<file path="src/rtl/svi_rr_scheduler.sv">
// -----------------------------------------------------------------------------
// svi_rr_scheduler
//
// Round-robin scheduler that hands one shared downstream resource to one of
// SIZE requester lanes at a time. The grant is registered and one-hot, and
// comes with an encoded owner index. The surrounding datapath uses the index
// to steer the owning lane onto the resource.
//
// Ownership ends when one of these happens:
//    - the owner pulses i_done,
//    - the owner drops its request,
//    - the hold timeout expires (only when built with the timeout feature).
// After every ownership there is exactly one bubble cycle (RELEASE) before
// the next arbitration.
//
// Build option:
//    SVI_RR_SCHED_TIMEOUT_EN
//       Defined   : a grant is revoked once it has been held for HOLD_MAX
//                   cycles. The revoked lane re-enters arbitration behind
//                   every other requester.
//       Undefined : grants last until i_done or a request drop. HOLD_MAX is
//                   ignored. o_hold_cnt still counts and saturates.
//
// Parameters:
//    SIZE       number of requester lanes (>= 2)
//    HOLD_MAX   longest grant in cycles when the timeout is built in (>= 1)
//
// Ports:
//    i_clk       in   1                     rising-edge clock
//    i_arst_n    in   1                     asynchronous active-low reset
//    i_req       in   SIZE                  request level, bit n = lane n
//    i_done      in   1                     owner finished (sampled in GRANT only)
//    o_gnt       out  SIZE                  one-hot grant, zero when no owner
//    o_gnt_idx   out  clog2(SIZE)           current owner, or last owner when idle
//    o_valid     out  1                     a grant is active (== |o_gnt)
//    o_hold_cnt  out  clog2(HOLD_MAX+1)     cycles in current grant, 1 on the first
//
// Every output comes straight from a flop.
// -----------------------------------------------------------------------------
module svi_rr_scheduler #(
   parameter int SIZE     = 8,
   parameter int HOLD_MAX = 4
) (
   input  logic                          i_clk,
   input  logic                          i_arst_n,
   input  logic [SIZE-1:0]               i_req,
   input  logic                          i_done,
   output logic [SIZE-1:0]               o_gnt,
   output logic [$clog2(SIZE)-1:0]       o_gnt_idx,
   output logic                          o_valid,
   output logic [$clog2(HOLD_MAX+1)-1:0] o_hold_cnt
);

   localparam int IDX_W  = $clog2(SIZE);
   localparam int HOLD_W = $clog2(HOLD_MAX + 1);

   // The pointer resets to the top lane, so the first search starts at lane 0.
   localparam logic [IDX_W-1:0]  IDX_RESET = IDX_W'(SIZE - 1);
   localparam logic [HOLD_W-1:0] HOLD_LIM  = HOLD_W'(HOLD_MAX);
   localparam logic [HOLD_W-1:0] HOLD_SAT  = '1;

`ifdef SVI_RR_SCHED_TIMEOUT_EN
   localparam bit TIMEOUT_EN = 1'b1;
`else
   localparam bit TIMEOUT_EN = 1'b0;
`endif

   typedef enum logic [1:0] {
      ST_IDLE    = 2'd0,
      ST_GRANT   = 2'd1,
      ST_RELEASE = 2'd2
   } state_t;

   state_t            state;
   logic [IDX_W-1:0]  winner;
   logic [SIZE-1:0]   win_onehot;
   logic              timeout_hit;
   logic              release_cond;

   // --------------------------------------------------------------------------
   // Circular priority search.
   // Lanes are visited starting one past the pointer and wrapping from SIZE-1
   // to 0. The loop walks from the farthest candidate down to the nearest and
   // keeps overwriting, so the nearest requester wins. If nothing is
   // requesting, the pointer comes back unchanged. Callers only use the result
   // when at least one request is set.
   // --------------------------------------------------------------------------
   function automatic logic [IDX_W-1:0] next_winner(
      input logic [SIZE-1:0]  req,
      input logic [IDX_W-1:0] ptr
   );
      logic [IDX_W-1:0] win;
      logic [IDX_W-1:0] cand;
      win = ptr;
      for (int k = SIZE; k >= 1; k--) begin
         cand = IDX_W'((int'(ptr) + k) % SIZE);
         if (req[cand]) begin
            win = cand;
         end
      end
      return win;
   endfunction

   // NOTE: every variable written in an always_comb gets a default value
   // first. Without it, any path that skips the assignment infers a latch.
   always_comb begin
      winner             = next_winner(i_req, o_gnt_idx);
      win_onehot         = '0;
      win_onehot[winner] = 1'b1;
   end

   // The timeout compare is always built. TIMEOUT_EN drops it from the
   // release term when the feature is not compiled in.
   assign timeout_hit  = (o_hold_cnt == HOLD_LIM);

   // A done pulse and a request drop in the same cycle are one release.
   assign release_cond = i_done
                       | ~i_req[o_gnt_idx]
                       | (TIMEOUT_EN & timeout_hit);

   // --------------------------------------------------------------------------
   // Scheduler FSM. The outputs are updated in the same block, so they change
   // on the same edge as the state.
   //    IDLE    -> GRANT    when any request is set
   //    GRANT   -> RELEASE  on done, owner request drop, or timeout
   //    RELEASE -> IDLE     always, after exactly one cycle
   // --------------------------------------------------------------------------
   // NOTE: sequential state uses non-blocking assignments only. Every flop then
   // samples values from before the edge, whatever the statement order.
   always_ff @(posedge i_clk or negedge i_arst_n) begin
      if (!i_arst_n) begin
         state      <= ST_IDLE;
         o_gnt      <= '0;
         o_gnt_idx  <= IDX_RESET;
         o_valid    <= 1'b0;
         o_hold_cnt <= '0;
      end else begin
         unique case (state)
            ST_IDLE: begin
               if (|i_req) begin
                  state      <= ST_GRANT;
                  o_gnt      <= win_onehot;
                  o_gnt_idx  <= winner;
                  o_valid    <= 1'b1;
                  o_hold_cnt <= HOLD_W'(1);
               end
            end

            ST_GRANT: begin
               if (release_cond) begin
                  // o_gnt_idx keeps the last owner. It is the priority pointer.
                  state      <= ST_RELEASE;
                  o_gnt      <= '0;
                  o_valid    <= 1'b0;
                  o_hold_cnt <= '0;
               end else if (o_hold_cnt != HOLD_SAT) begin
                  o_hold_cnt <= o_hold_cnt + HOLD_W'(1);
               end
            end

            ST_RELEASE: begin
               // Mandatory bubble. Requests raised meanwhile are seen in IDLE.
               state <= ST_IDLE;
            end

            default: begin
               state      <= ST_IDLE;
               o_gnt      <= '0;
               o_valid    <= 1'b0;
               o_hold_cnt <= '0;
            end
         endcase
      end
   end

   // --------------------------------------------------------------------------
   // Structural invariants of the registered outputs.
   // --------------------------------------------------------------------------
`ifndef SYNTHESIS
   a_valid_is_or_of_gnt : assert property (
      @(posedge i_clk) disable iff (!i_arst_n)
      o_valid == (|o_gnt)
   );

   a_gnt_onehot0 : assert property (
      @(posedge i_clk) disable iff (!i_arst_n)
      $onehot0(o_gnt)
   );

   a_gnt_matches_idx : assert property (
      @(posedge i_clk) disable iff (!i_arst_n)
      o_valid |-> o_gnt[o_gnt_idx]
   );
`endif

endmodule

</file>
<file path="config.mk">
export PLATFORM = sky130hd
export DESIGN_NAME = svi_rr_scheduler
export DESIGN_NICKNAME = d
export VERILOG_FILES = /design/src/rtl/svi_rr_scheduler.sv
export SDC_FILE = /design/constraint.sdc
export NUM_CORES = 1
export LEC_CHECK = 0
export ABC_AREA = 1
export CELL_PAD_IN_SITES_DETAIL_PLACEMENT = 1
export CELL_PAD_IN_SITES_GLOBAL_PLACEMENT = 1
export CORE_AREA = 10 10 73 75
export CTS_BUF_LIST = sky130_fd_sc_hd__clkbuf_4 sky130_fd_sc_hd__clkbuf_8
export CTS_CLUSTER_DIAMETER = 100
export DETAILED_ROUTE_END_ITERATION = 16
export DIE_AREA = 0 0 83 85
export MAX_ROUTING_LAYER = met4
export PLACE_DENSITY_LB_ADDON = 0.1
export SLEW_MARGIN = 20
export SYNTH_ARGS = -nofsm -noshare
export SYNTH_HDL_FRONTEND = slang
export SYNTH_SLANG_ARGS = --single-unit
</file>
<file path="constraint.sdc">
create_clock -name i_clk -period 2.6 [get_ports i_clk]
set_input_delay 0.26 -clock i_clk [delete_from_list [all_inputs] [get_ports i_clk]]
set_output_delay 0.26 -clock i_clk [all_outputs]
set_load 0.1 [all_outputs]
</file>
==> qor.yml, run 1 <==
status: "finished, final reports clean"
clockRootBuffer: "clkbuf_8"
hold_violations: 0
cpMaxStageDelayCell: "dfstp_4"
crit_arrival_ps: 2550
wl_per_cell_um: 14.64
cts.sinks: 17
crit_type: "register to register"
end_kind: "register"
routed_via_density: 5.000
holdWs_ps: 462.2
clkTransAtPathRegs_ps: 60
route.antenna.remaining_nets: 0
nets: 256
synth-seq-cells: 17
synth_cells: 212
grt_pass1_vias: 1576
ios: 26
maxCapViolations: 0
grt_pass1_wl_mm: 7.479
synth_cell_type_count: 25
ys_warn_count: 0
max_freq_mhz: 422.5
vias: 1450
place_inst: 286
gp_congestion: 0.9270
first_pass_iters: 4
syn-num-nets: 227
setup_viol: 0
slew_violations: 0
start_util_pct: 38.30
worstPathCellList: "buf_4 -> ha_1 -> xor2_1 -> inv_1 -> nand3_2 -> nand2_2 -> a21oi_1 -> nand2_1 -> nand2_1 -> nand2_1 -> nand2_1 -> nand2_2 -> a21oi_1 -> nand2_1 -> nand2_1"
wirelength_mm: 4.247
overflow: 0
cts_tree: "yes"
groute.usage.overall_pct: 12.46
clock_latency_ps: 250
numCtsBuffers: 3
port_buffers: 25
fin_tns_setup_ps: 0
antenna_found_initial: 0
critPathRequiredTime_ps: 2790
hp-class: "input pin to asynchronous set/reset pin"
dieArea_um2: 7055
die_w_um: 83
rows: 23
final_cells: 290
drc: 0
slew_headroom_pct: 48.95
post_cts_buffers: 0
drt_iter0_drc: 59
worst_pin_slew_ps: 763.3
finalCritPeriodShare_pct: 91.02
hpwl_mm: 3.567
htreeDepth: 1
synth.avg_cell_area_um2: 7.070
n_antenna_cell: 0
path_max_fanout: 11
coreArea_um2: 3914
ys_seq_area_share_pct: 28.63
max-clock-path-buffers: 2
fin_skew_ps: 1.255
drive_gt1_share_pct: 30.00
cp_slowest_stage_delay_ps: 610
area_growth_pct: 21.87
worstSetupStartpointType: "register"
synth.cell_area_um2: 1499
crit_top_cell: "nand2_1"
r2r_slack_ps: 230
grt_max_degree: 18
die_h_um: 85
period_needed_ps: 2367
grt_setup_unrepaired: "no"
critical path, delay by kind of cell (launching register included):
kind / cells / cell delay, ps
xor+xnor: 1 / 250
simple gates: 9 / 660
compound gates: 2 / 310
fa+ha+maj: 1 / 180
buf+inv: 2 / 300
flops: 1 / 610
metrics by stage:
step | area (um^2) | util [%] | setup WS [ps]
after floorplan | 1509 | - | 16.79
after global placement | 1760 | 44.98 | 199.0
after detailed placement | 1760 | 44.98 | 117.3
after CTS | 1809 | 46.23 | 91.84
after global routing | 1827 | 46.68 | 47.67
final | 1827 | 46.68 | 233.4
state kept, by name, summed over array words and instances (netlist names):
register / count
o_valid: 1
state: 2
o_hold_cnt: 3
o_gnt_idx: 3
o_gnt: 8
final timing paths:
check                                    startpoint                        end  depth (start not counted)
max reg2reg                o_gnt_idx[1]$_DFFE_PN1P_       o_gnt[2]$_DFFE_PN0P_                         15
min in group i_clk             o_gnt[6]$_DFFE_PN0P_       o_gnt[6]$_DFFE_PN0P_                          2
max in group asynchronous                  i_arst_n  o_hold_cnt[0]$_DFFE_PN0P_                          1
min reg2reg                    o_gnt[6]$_DFFE_PN0P_       o_gnt[6]$_DFFE_PN0P_                          2
min                                        i_arst_n       o_gnt[6]$_DFFE_PN0P_                          1
max                        o_gnt_idx[1]$_DFFE_PN1P_       o_gnt[2]$_DFFE_PN0P_                         15
area by class of cell:
type / instances / area [um^2]
clock buffers: 4 / 48.80
fillers: 539 / 2087
inverters: 28 / 107.6
multi-input cells: 163 / 935.9
flip-flops and latches: 17 / 436.7
well taps: 50 / 62.56
repair buffers: 28 / 235.2
metal layers:
layer  track usage, %  part of all wire, %
met1            14.22                   45
met2            22.47                   52
met3            1.052                  1.5
met4            3.870                  1.9
met5                -                    0
placed cells by master, fill, tap and decap left out:
| cell | count |
|---|---|
| a21oi_1 | 8 |
| a21oi_2 | 1 |
| a21oi_4 | 1 |
| a31oi_1 | 2 |
| buf_4 | 18 |
| clkbuf_4 | 1 |
| clkbuf_8 | 3 |
| clkdlybuf4s50_1 | 10 |
| dfrtp_1 | 14 |
| dfstp_2 | 1 |
| dfstp_4 | 2 |
| ha_1 | 3 |
| ha_4 | 1 |
| inv_1 | 21 |
| inv_2 | 6 |
| inv_4 | 1 |
| mux2_4 | 1 |
| nand2_1 | 76 |
| nand2_2 | 10 |
| nand2_4 | 7 |
| nand3_1 | 20 |
| nand3_2 | 17 |
| nor2_1 | 4 |
| nor2_2 | 2 |
| nor3_1 | 3 |
| nor4_1 | 1 |
| o21ai_0 | 4 |
| o22ai_1 | 1 |
| xor2_1 | 1 |
repair_timing:
action,4_1_cts,5_1_grt
gates resized for setup,0,2
endpoints found under the setup margin,0,6
hold buffers,0,0
kinds of logic (layout without fill, tap and decap cells):
family | Yosys count | in the layout | share of synthesized area [%]
and+or+nand+nor | 140 | 140 | 49.75
adders and majority gates | 4 | 4 | 3.339
AOI/OAI and AO/OA | 17 | 17 | 6.428
muxes | 1 | 1 | 1.001
DFF | 17 | 17 | 28.63
buffers and inverters | 32 | 60 | 10.27
xor gates and xnor gates | 1 | 1 | 0.5844
synth_stat cells:
| master | count | area share (%) |
|---|---|---|
| nand2_1 | 76 | 19 |
| inv_1 | 21 | 5.3 |
| nand3_1 | 20 | 6.7 |
| nand3_2 | 17 | 11 |
| dfrtp_1 | 14 | 23 |
| nand2_2 | 10 | 4.2 |
| a21oi_1 | 8 | 2.7 |
| nand2_4 | 7 | 5.3 |
| inv_2 | 6 | 1.5 |
| ha_1 | 4 | 3.3 |
| nor2_1 | 4 | 1.0 |
| o21ai_0 | 4 | 1.3 |
| dfstp_2 | 3 | 5.3 |
| nor3_1 | 3 | 1.0 |
| a21oi_2 | 2 | 1.2 |
| a31oi_1 | 2 | 0.83 |
| buf_4 | 2 | 1.0 |
| nor2_2 | 2 | 0.83 |
| buf_12 | 1 | 1.3 |
| buf_6 | 1 | 0.75 |
| inv_4 | 1 | 0.42 |
| mux2_4 | 1 | 1.0 |
| nor4_1 | 1 | 0.42 |
| o22ai_1 | 1 | 0.42 |
| xor2_1 | 1 | 0.58 |
Power of run 1 is left out: the tool's default activity adds up to more than one toggle a clock period on the data nets, which glitch-free logic cannot reach.
==> inputs of run 2 (changes only) <==
--- a/config.mk
+++ b/config.mk
@@ -13,9 +13,11 @@
 export CTS_CLUSTER_DIAMETER = 100
 export DETAILED_ROUTE_END_ITERATION = 16
 export DIE_AREA = 0 0 83 85
+export GPL_TIMING_DRIVEN = 0
 export MAX_ROUTING_LAYER = met4
 export PLACE_DENSITY_LB_ADDON = 0.1
 export SLEW_MARGIN = 20
 export SYNTH_ARGS = -nofsm -noshare
 export SYNTH_HDL_FRONTEND = slang
 export SYNTH_SLANG_ARGS = --single-unit
+export TNS_END_PERCENT = 20
==> run 2 against run 1 <==
Compared with the run above:
- sequential share of layout area fell by 1.2 points
- cell area is 5.3% higher
- clock skew hardly changed
- global-route usage down 0.21 points
==> qor.yml, run 2 (synthesis results as in run 1) <==
groute.usage.overall_pct: 12.25  # was 12.46%
cpMaxStageDelayCell: "dfstp_4"  # unchanged
vias: 1438  # was 1,450
hp-class: "input pin to asynchronous set/reset pin"  # unchanged
maxCapViolations: 0  # unchanged
routed_via_density: 4.925  # was 5.000
die_w_um: 83  # unchanged
max_freq_mhz: 414.4  # was 422.5 MHz
finalCritPeriodShare_pct: 92.82  # was 91.02%
port_buffers: 25  # unchanged
area_growth_pct: 28.38  # was 21.87%
crit_top_cell: "nand2_1"  # unchanged
rows: 23  # unchanged
die_h_um: 85  # unchanged
slew_violations: 0  # unchanged
hpwl_mm: 3.454  # was 3.567 mm
post_dp_cell_area_um2: 1822  # was 1760 um^2
top_register: "o_gnt"  # unchanged
path_max_fanout: 10  # was 11
gp_congestion: 0.9024  # was 0.9270
slew_headroom_pct: 34.23  # was 48.95%
route.antenna.remaining_nets: 0  # unchanged
numCtsBuffers: 3  # unchanged
clkTransAtPathRegs_ps: 60  # about the same
first_pass_iters: 4  # unchanged
end_kind: "register"  # unchanged
fin_skew_ps: 1.209  # was 1.255 ps
period_needed_ps: 2413  # was 2367 ps
htreeDepth: 1  # unchanged
final_cell_mix: "nand2_1 (74), clkdlybuf4s50_1 (25), inv_1 (21)"  # was nand2_1 (76), inv_1 (21), nand3_1 (20)
place_inst: 287  # was 286
ios: 26  # unchanged
wirelength_mm: 4.193  # was 4.247 mm
layout_commonest_cell: "nand2_1"  # unchanged
crit_arrival_ps: 2610  # was 2550 ps
worstRegToRegCells: 18  # was 15
crit_type: "register to register"  # unchanged
stdcell_area_um2: 1924  # was 1827 um^2
cp_slowest_stage_delay_ps: 630  # was 610 ps
clock_latency_ps: 250  # about the same
drt_iter0_drc: 90  # was 59
n_antenna_cell: 0  # unchanged
postLayoutCoreUtil_pct: 49.17  # was 46.68%
critPathRequiredTime_ps: 2790  # about the same
clockRootBuffer: "clkbuf_8"  # unchanged
timing.rr.end: "o_gnt[0]$_DFFE_PN0P_"  # was o_gnt[2]$_DFFE_PN0P_
r2r_slack_ps: 190  # was 230 ps
dieArea_um2: 7055  # unchanged
reg_top3: "o_gnt (8), o_gnt_idx (3), o_hold_cnt (3)"  # unchanged
grt_pass1_wl_mm: 7.245  # was 7.479 mm
antenna_found_initial: 0  # unchanged
grt_pass1_vias: 1553  # was 1,576
worstPathCellList: "buf_8 -> inv_4 -> buf_12 -> ha_4 -> inv_6 -> nand3_2 -> nand3_2 -> nand2_1 -> nand2_1 -> nand2_1 -> nand2_1 -> nand2_1 -> nand2_2 -> nand2_2 -> nand2_2 -> a21oi_4 -> nand2_1 -> nand2_1"  # was buf_4 -> ha_1 -> xor2_1 -> inv_1 -> nand3_2 -> nand2_2 -> a21oi_1 -> nand2_1 -> nand2_1 -> nand2_1 -> nand2_1 -> nand2_2 -> a21oi_1 -> nand2_1 -> nand2_1
worstSetupStartpointType: "register"  # unchanged
worst_pin_slew_ps: 983.5  # was 763.3 ps
coreArea_um2: 3914  # unchanged
max-clock-path-buffers: 2  # unchanged
overflow: 0  # unchanged
largest_register_ffs: 8  # unchanged
status: "finished, final reports clean"  # unchanged
grt_max_degree: 18  # unchanged
cts.sinks: 17  # unchanged
nets: 258  # was 256
drc: 0  # unchanged
start_util_pct: 38.30  # unchanged
cts_tree: "yes"  # unchanged
final_cells: 292  # was 290
timing.rr.start: "o_gnt_idx[0]$_DFFE_PN1P_"  # was o_gnt_idx[1]$_DFFE_PN1P_
drive_gt1_share_pct: 26.86  # was 30.00%
grt_setup_unrepaired: "no"  # unchanged
setup_viol: 0  # unchanged
hold_violations: 0  # unchanged
wl_per_cell_um: 14.36  # was 14.64 um
## run 2: cell count changes in the layout (fill, tap and decap cells not counted), moves of 2 or more
cell | previous run | this run
buf_4 | 18 | 3
clkdlybuf4s50_1 | 10 | 25
a21oi_1 | 8 | 6
a21oi_2 | 1 | 3
nand2_1 | 76 | 74
nand2_2 | 10 | 12
nand3_1 | 20 | 18
nand3_2 | 17 | 19
## run 2: final cells by class
class / instances / area, um^2
plain buffers: 3 / 42.54
clock buffers: 3 / 41.29
clock inverters: 1 / 5.005
inverters: 28 / 112.6
well taps: 50 / 62.56
multi-input cells: 163 / 958.4
flip-flops and latches: 17 / 436.7
fillers: 519 / 1989
repair buffers: 27 / 265.3
## run 2: worst max-delay path: cells and delay by family, from the launching register on
family | cells | cell delay, ps
compound gates | 1 | 170
fa+ha+maj | 1 | 350
simple gates | 12 | 830
flops | 1 | 630
buf+inv | 4 | 350
## run 2: stage by stage
| step | setup slack [ps] | TNS, ps | hold WS, ps |
|---|---|---|---|
| floorplan | 16.79 | 0 | -35.59 |
| global placement | -68.69 | -252.3 | 459.8 |
| detailed placement | -101.8 | -538.1 | 465.8 |
| CTS | 7.088 | 0 | 473.9 |
| global route | 14.67 | 0 | 495.9 |
| finish | 186.6 | 0 | 454.4 |
## run 2: how the worst max path moves through the flow
stage	from	to	slack [ps]
final	o_gnt_idx[0]$_DFFE_PN1P_	o_gnt[0]$_DFFE_PN0P_	190
after global routing	o_gnt_idx[0]$_DFFE_PN1P_	o_gnt[7]$_DFFE_PN0P_	10
after CTS	o_gnt_idx[0]$_DFFE_PN1P_	o_gnt[4]$_DFFE_PN0P_	7
after detailed placement	o_gnt_idx[0]$_DFFE_PN1P_	o_gnt[2]$_DFFE_PN0P_	-100
after global placement	o_gnt_idx[0]$_DFFE_PN1P_	o_gnt[2]$_DFFE_PN0P_	-70
after floorplan	o_gnt_idx[0]$_DFFE_PN1P_	o_gnt[2]$_DFFE_PN0P_	20
## run 2: timing repair
| action | in CTS | in global routing |
|---|---|---|
| setup endpoints to repair | 8 | 9 |
| resized for setup | 1 | 10 |
| hold buffers | 0 | 0 |
| pin swaps | 0 | 2 |
| buffers inserted | 0 | 2 |
## run 2: layer usage
metal	vias up	track usage, %	routed length [um]
met1	670	13.80	1913
met5	-	-	0
met3	7	2.008	83
li1	738	-	-
met4	0	3.560	65
met2	23	21.70	2131
Power of run 2 is left out for the same reason.
==> inputs of run 3 (changes only) <==
--- a/config.mk
+++ b/config.mk
@@ -8,11 +8,11 @@
 export ABC_AREA = 1
 export CELL_PAD_IN_SITES_DETAIL_PLACEMENT = 1
 export CELL_PAD_IN_SITES_GLOBAL_PLACEMENT = 1
-export CORE_AREA = 10 10 73 75
+export CORE_AREA = 10 10 71 73
 export CTS_BUF_LIST = sky130_fd_sc_hd__clkbuf_4 sky130_fd_sc_hd__clkbuf_8
 export CTS_CLUSTER_DIAMETER = 100
 export DETAILED_ROUTE_END_ITERATION = 16
-export DIE_AREA = 0 0 83 85
+export DIE_AREA = 0 0 81 83
 export GPL_TIMING_DRIVEN = 0
 export MAX_ROUTING_LAYER = met4
 export PLACE_DENSITY_LB_ADDON = 0.1
==> constraint.sdc (replaced) <==
create_clock -name i_clk -period 3 [get_ports i_clk]
set_input_delay 0.3 -clock i_clk [delete_from_list [all_inputs] [get_ports i_clk]]
set_output_delay 0.3 -clock i_clk [all_outputs]
set_load 0.1 [all_outputs]
==> run 3 against run 2 <==
Compared with the run above:
- worst setup slack improved by 150 ps
- worst hold slack gained 22 ps
- non-clock buffer count is 1 lower
- sequential share of layout area rose by 0.37 points
- sequential cell count stayed put
- largest cell class unchanged
- cell area is 3.3% lower
- critical path type unchanged
- register-to-register slack improved by 150 ps
- first-iteration DRC count decreased by 47%
==> qor.yml, run 3 (synthesis results as in run 1) <==
status: "finished, final reports clean"  # unchanged
post_cts_buffers: 0  # unchanged
num-fill-cells: 473  # was 519
grt_setup_unrepaired: "no"  # unchanged
reg_top3: "o_gnt (8), o_gnt_idx (3), o_hold_cnt (3)"  # unchanged
hold_violations: 0  # unchanged
timing.rr.end: "o_gnt[0]$_DFFE_PN0P_"  # unchanged
overflow: 0  # unchanged
clockRootBuffer: "clkbuf_8"  # unchanged
max-clock-path-buffers: 2  # unchanged
largest_register_ffs: 8  # unchanged
layout_commonest_cell: "nand2_1"  # unchanged
crit_arrival_ps: 2870  # was 2610 ps
coreArea_um2: 3633  # was 3914 um^2
timing.rr.start: "o_gnt_idx[0]$_DFFE_PN1P_"  # unchanged
setup_viol: 0  # unchanged
final_cell_mix: "nand2_1 (76), clkdlybuf4s50_1 (25), inv_1 (21)"  # was nand2_1 (74), clkdlybuf4s50_1 (25), inv_1 (21)
crit_type: "register to register"  # unchanged
slew_violations: 0  # unchanged
cts_tree: "yes"  # unchanged
fin_skew_ps: 5.836  # was 1.209 ps
period_needed_ps: 2668  # was 2413 ps
dieArea_um2: 6723  # was 7055 um^2
clock_latency_ps: 250  # about the same
grt_pass1_vias: 1516  # was 1,553
wl_per_cell_um: 14.38  # was 14.36 um
slew_headroom_pct: 33.08  # was 34.23%
cts.sinks: 17  # unchanged
groute.usage.overall_pct: 13.13  # was 12.25%
r2r_slack_ps: 330  # was 190 ps
crit_top_cell: "nand2_1"  # unchanged
top_register: "o_gnt"  # unchanged
post_cts_resized: 0  # was 1
ios: 26  # unchanged
crit_start: "o_gnt_idx[0]$_DFFE_PN1P_"  # unchanged
nets: 257  # was 258
port_buffers: 25  # unchanged
fin_tns_setup_ps: 0  # unchanged
cts_hold_buf: 0  # unchanged
max_freq_mhz: 374.8  # was 414.4 MHz
maxCapViolations: 0  # unchanged
vias: 1441  # was 1,438
cp_slowest_stage_delay_ps: 580  # was 630 ps
die_w_um: 81  # was 83 um
clkTransAtPathRegs_ps: 70  # was 60 ps
worstRegToRegCells: 18  # unchanged
gp_congestion: 0.8970  # was 0.9024
n_antenna_cell: 0  # unchanged
start_util_pct: 41.25  # was 38.30%
hpwl_mm: 3.494  # was 3.454 mm
die_h_um: 83  # was 85 um
drc: 0  # unchanged
area_growth_pct: 24.12  # was 28.38%
route.antenna.remaining_nets: 0  # unchanged
antenna_found_initial: 0  # unchanged
hp-class: "register to register"  # was input pin to asynchronous set/reset pin
crit_end: "o_gnt[0]$_DFFE_PN0P_"  # unchanged
worstSetupStartpointType: "register"  # unchanged
drt_iter0_drc: 48  # was 90
routed_via_density: 4.986  # was 4.925
worstPathCellList: "buf_6 -> inv_4 -> buf_12 -> ha_2 -> inv_2 -> nand3_1 -> nand3_2 -> nand2_2 -> inv_1 -> nand2_1 -> nand2_1 -> nand2_1 -> nand2_2 -> nand2_2 -> nand2_2 -> a21oi_2 -> nand2_1 -> nand2_1"  # was buf_8 -> inv_4 -> buf_12 -> ha_4 -> inv_6 -> nand3_2 -> nand3_2 -> nand2_1 -> nand2_1 -> nand2_1 -> nand2_1 -> nand2_1 -> nand2_2 -> nand2_2 -> nand2_2 -> a21oi_4 -> nand2_1 -> nand2_1
path_max_fanout: 10  # unchanged
rows: 22  # was 23
drive_gt1_share_pct: 24.07  # was 26.86%
grt_max_degree: 18  # unchanged
wirelength_mm: 4.155  # was 4.193 mm
worst_pin_slew_ps: 1001  # was 983.5 ps
htreeDepth: 1  # unchanged
first_pass_iters: 4  # unchanged
critPathRequiredTime_ps: 3200  # was 2790 ps
grt_pass1_wl_mm: 7.100  # was 7.245 mm
finalCritPeriodShare_pct: 88.95  # was 92.82%
numCtsBuffers: 3  # unchanged
cpMaxStageDelayCell: "dfstp_2"  # was dfstp_4
end_kind: "register"  # unchanged
[run 3: critical path: cells and delay by family, from the launching register on]
family / cells / cell delay, ps
AO/OA/AOI/OAI: 1 / 220
adder cells (fa/ha/maj): 1 / 440
buffers and inverters: 5 / 500
flip-flops: 1 / 580
AND/OR/NAND/NOR: 11 / 840
[run 3: layer usage]
metal  track usage, %  wire, um  share of wire [%]  vias up
met1            17.02      2000                 48      684
met2            21.25      2009                 48       23
met4            1.408        15               0.36        0
li1                 -         -                  -      731
met3            2.371       130                3.1        3
met5                -         0                  0        -
[run 3: layout make-up]
type	instances	area [um^2]	area share (%)
Multi-Input combinational cell	163	918.4	49.36
Sequential cell	17	429.2	23.07
Buffer	4	46.29	2.488
Clock buffer	4	48.80	2.623
Inverter	28	107.6	5.783
Timing Repair Buffer	25	250.2	13.45
Tap cell	48	60.06	3.228
[run 3: metrics by stage]
| step | instances | worst slack, ps | hold WS (ps) | instance area, um^2 | utilization (%) |
|---|---|---|---|---|---|
| finish | 289 | 331.6 | 476.4 | 1861 | 51.21 |
| detailed placement | 285 | 239.3 | 464.6 | 1809 | 49.79 |
| floorplan | 212 | 254.0 | 4.409 | 1499 | - |
| CTS | 289 | 212.9 | 482.9 | 1858 | 51.14 |
| global route | 289 | 106.6 | 512.9 | 1861 | 51.21 |
| global placement | 285 | 344.9 | 462.3 | 1809 | 49.79 |
[run 3: worst min path at each step]
stage                                      end            startpoint  cells past startpoint
after floorplan           o_gnt[0]$_DFFE_PN0P_              i_arst_n                      0
after detailed placement  o_gnt[2]$_DFFE_PN0P_  o_gnt[2]$_DFFE_PN0P_                      2
after global placement    o_gnt[3]$_DFFE_PN0P_  o_gnt[3]$_DFFE_PN0P_                      2
final                     o_gnt[2]$_DFFE_PN0P_  o_gnt[2]$_DFFE_PN0P_                      2
after CTS                 o_gnt[2]$_DFFE_PN0P_  o_gnt[2]$_DFFE_PN0P_                      2
after global routing      o_gnt[7]$_DFFE_PN0P_  o_gnt[7]$_DFFE_PN0P_                      2
Power of run 3 is left out for the same reason.
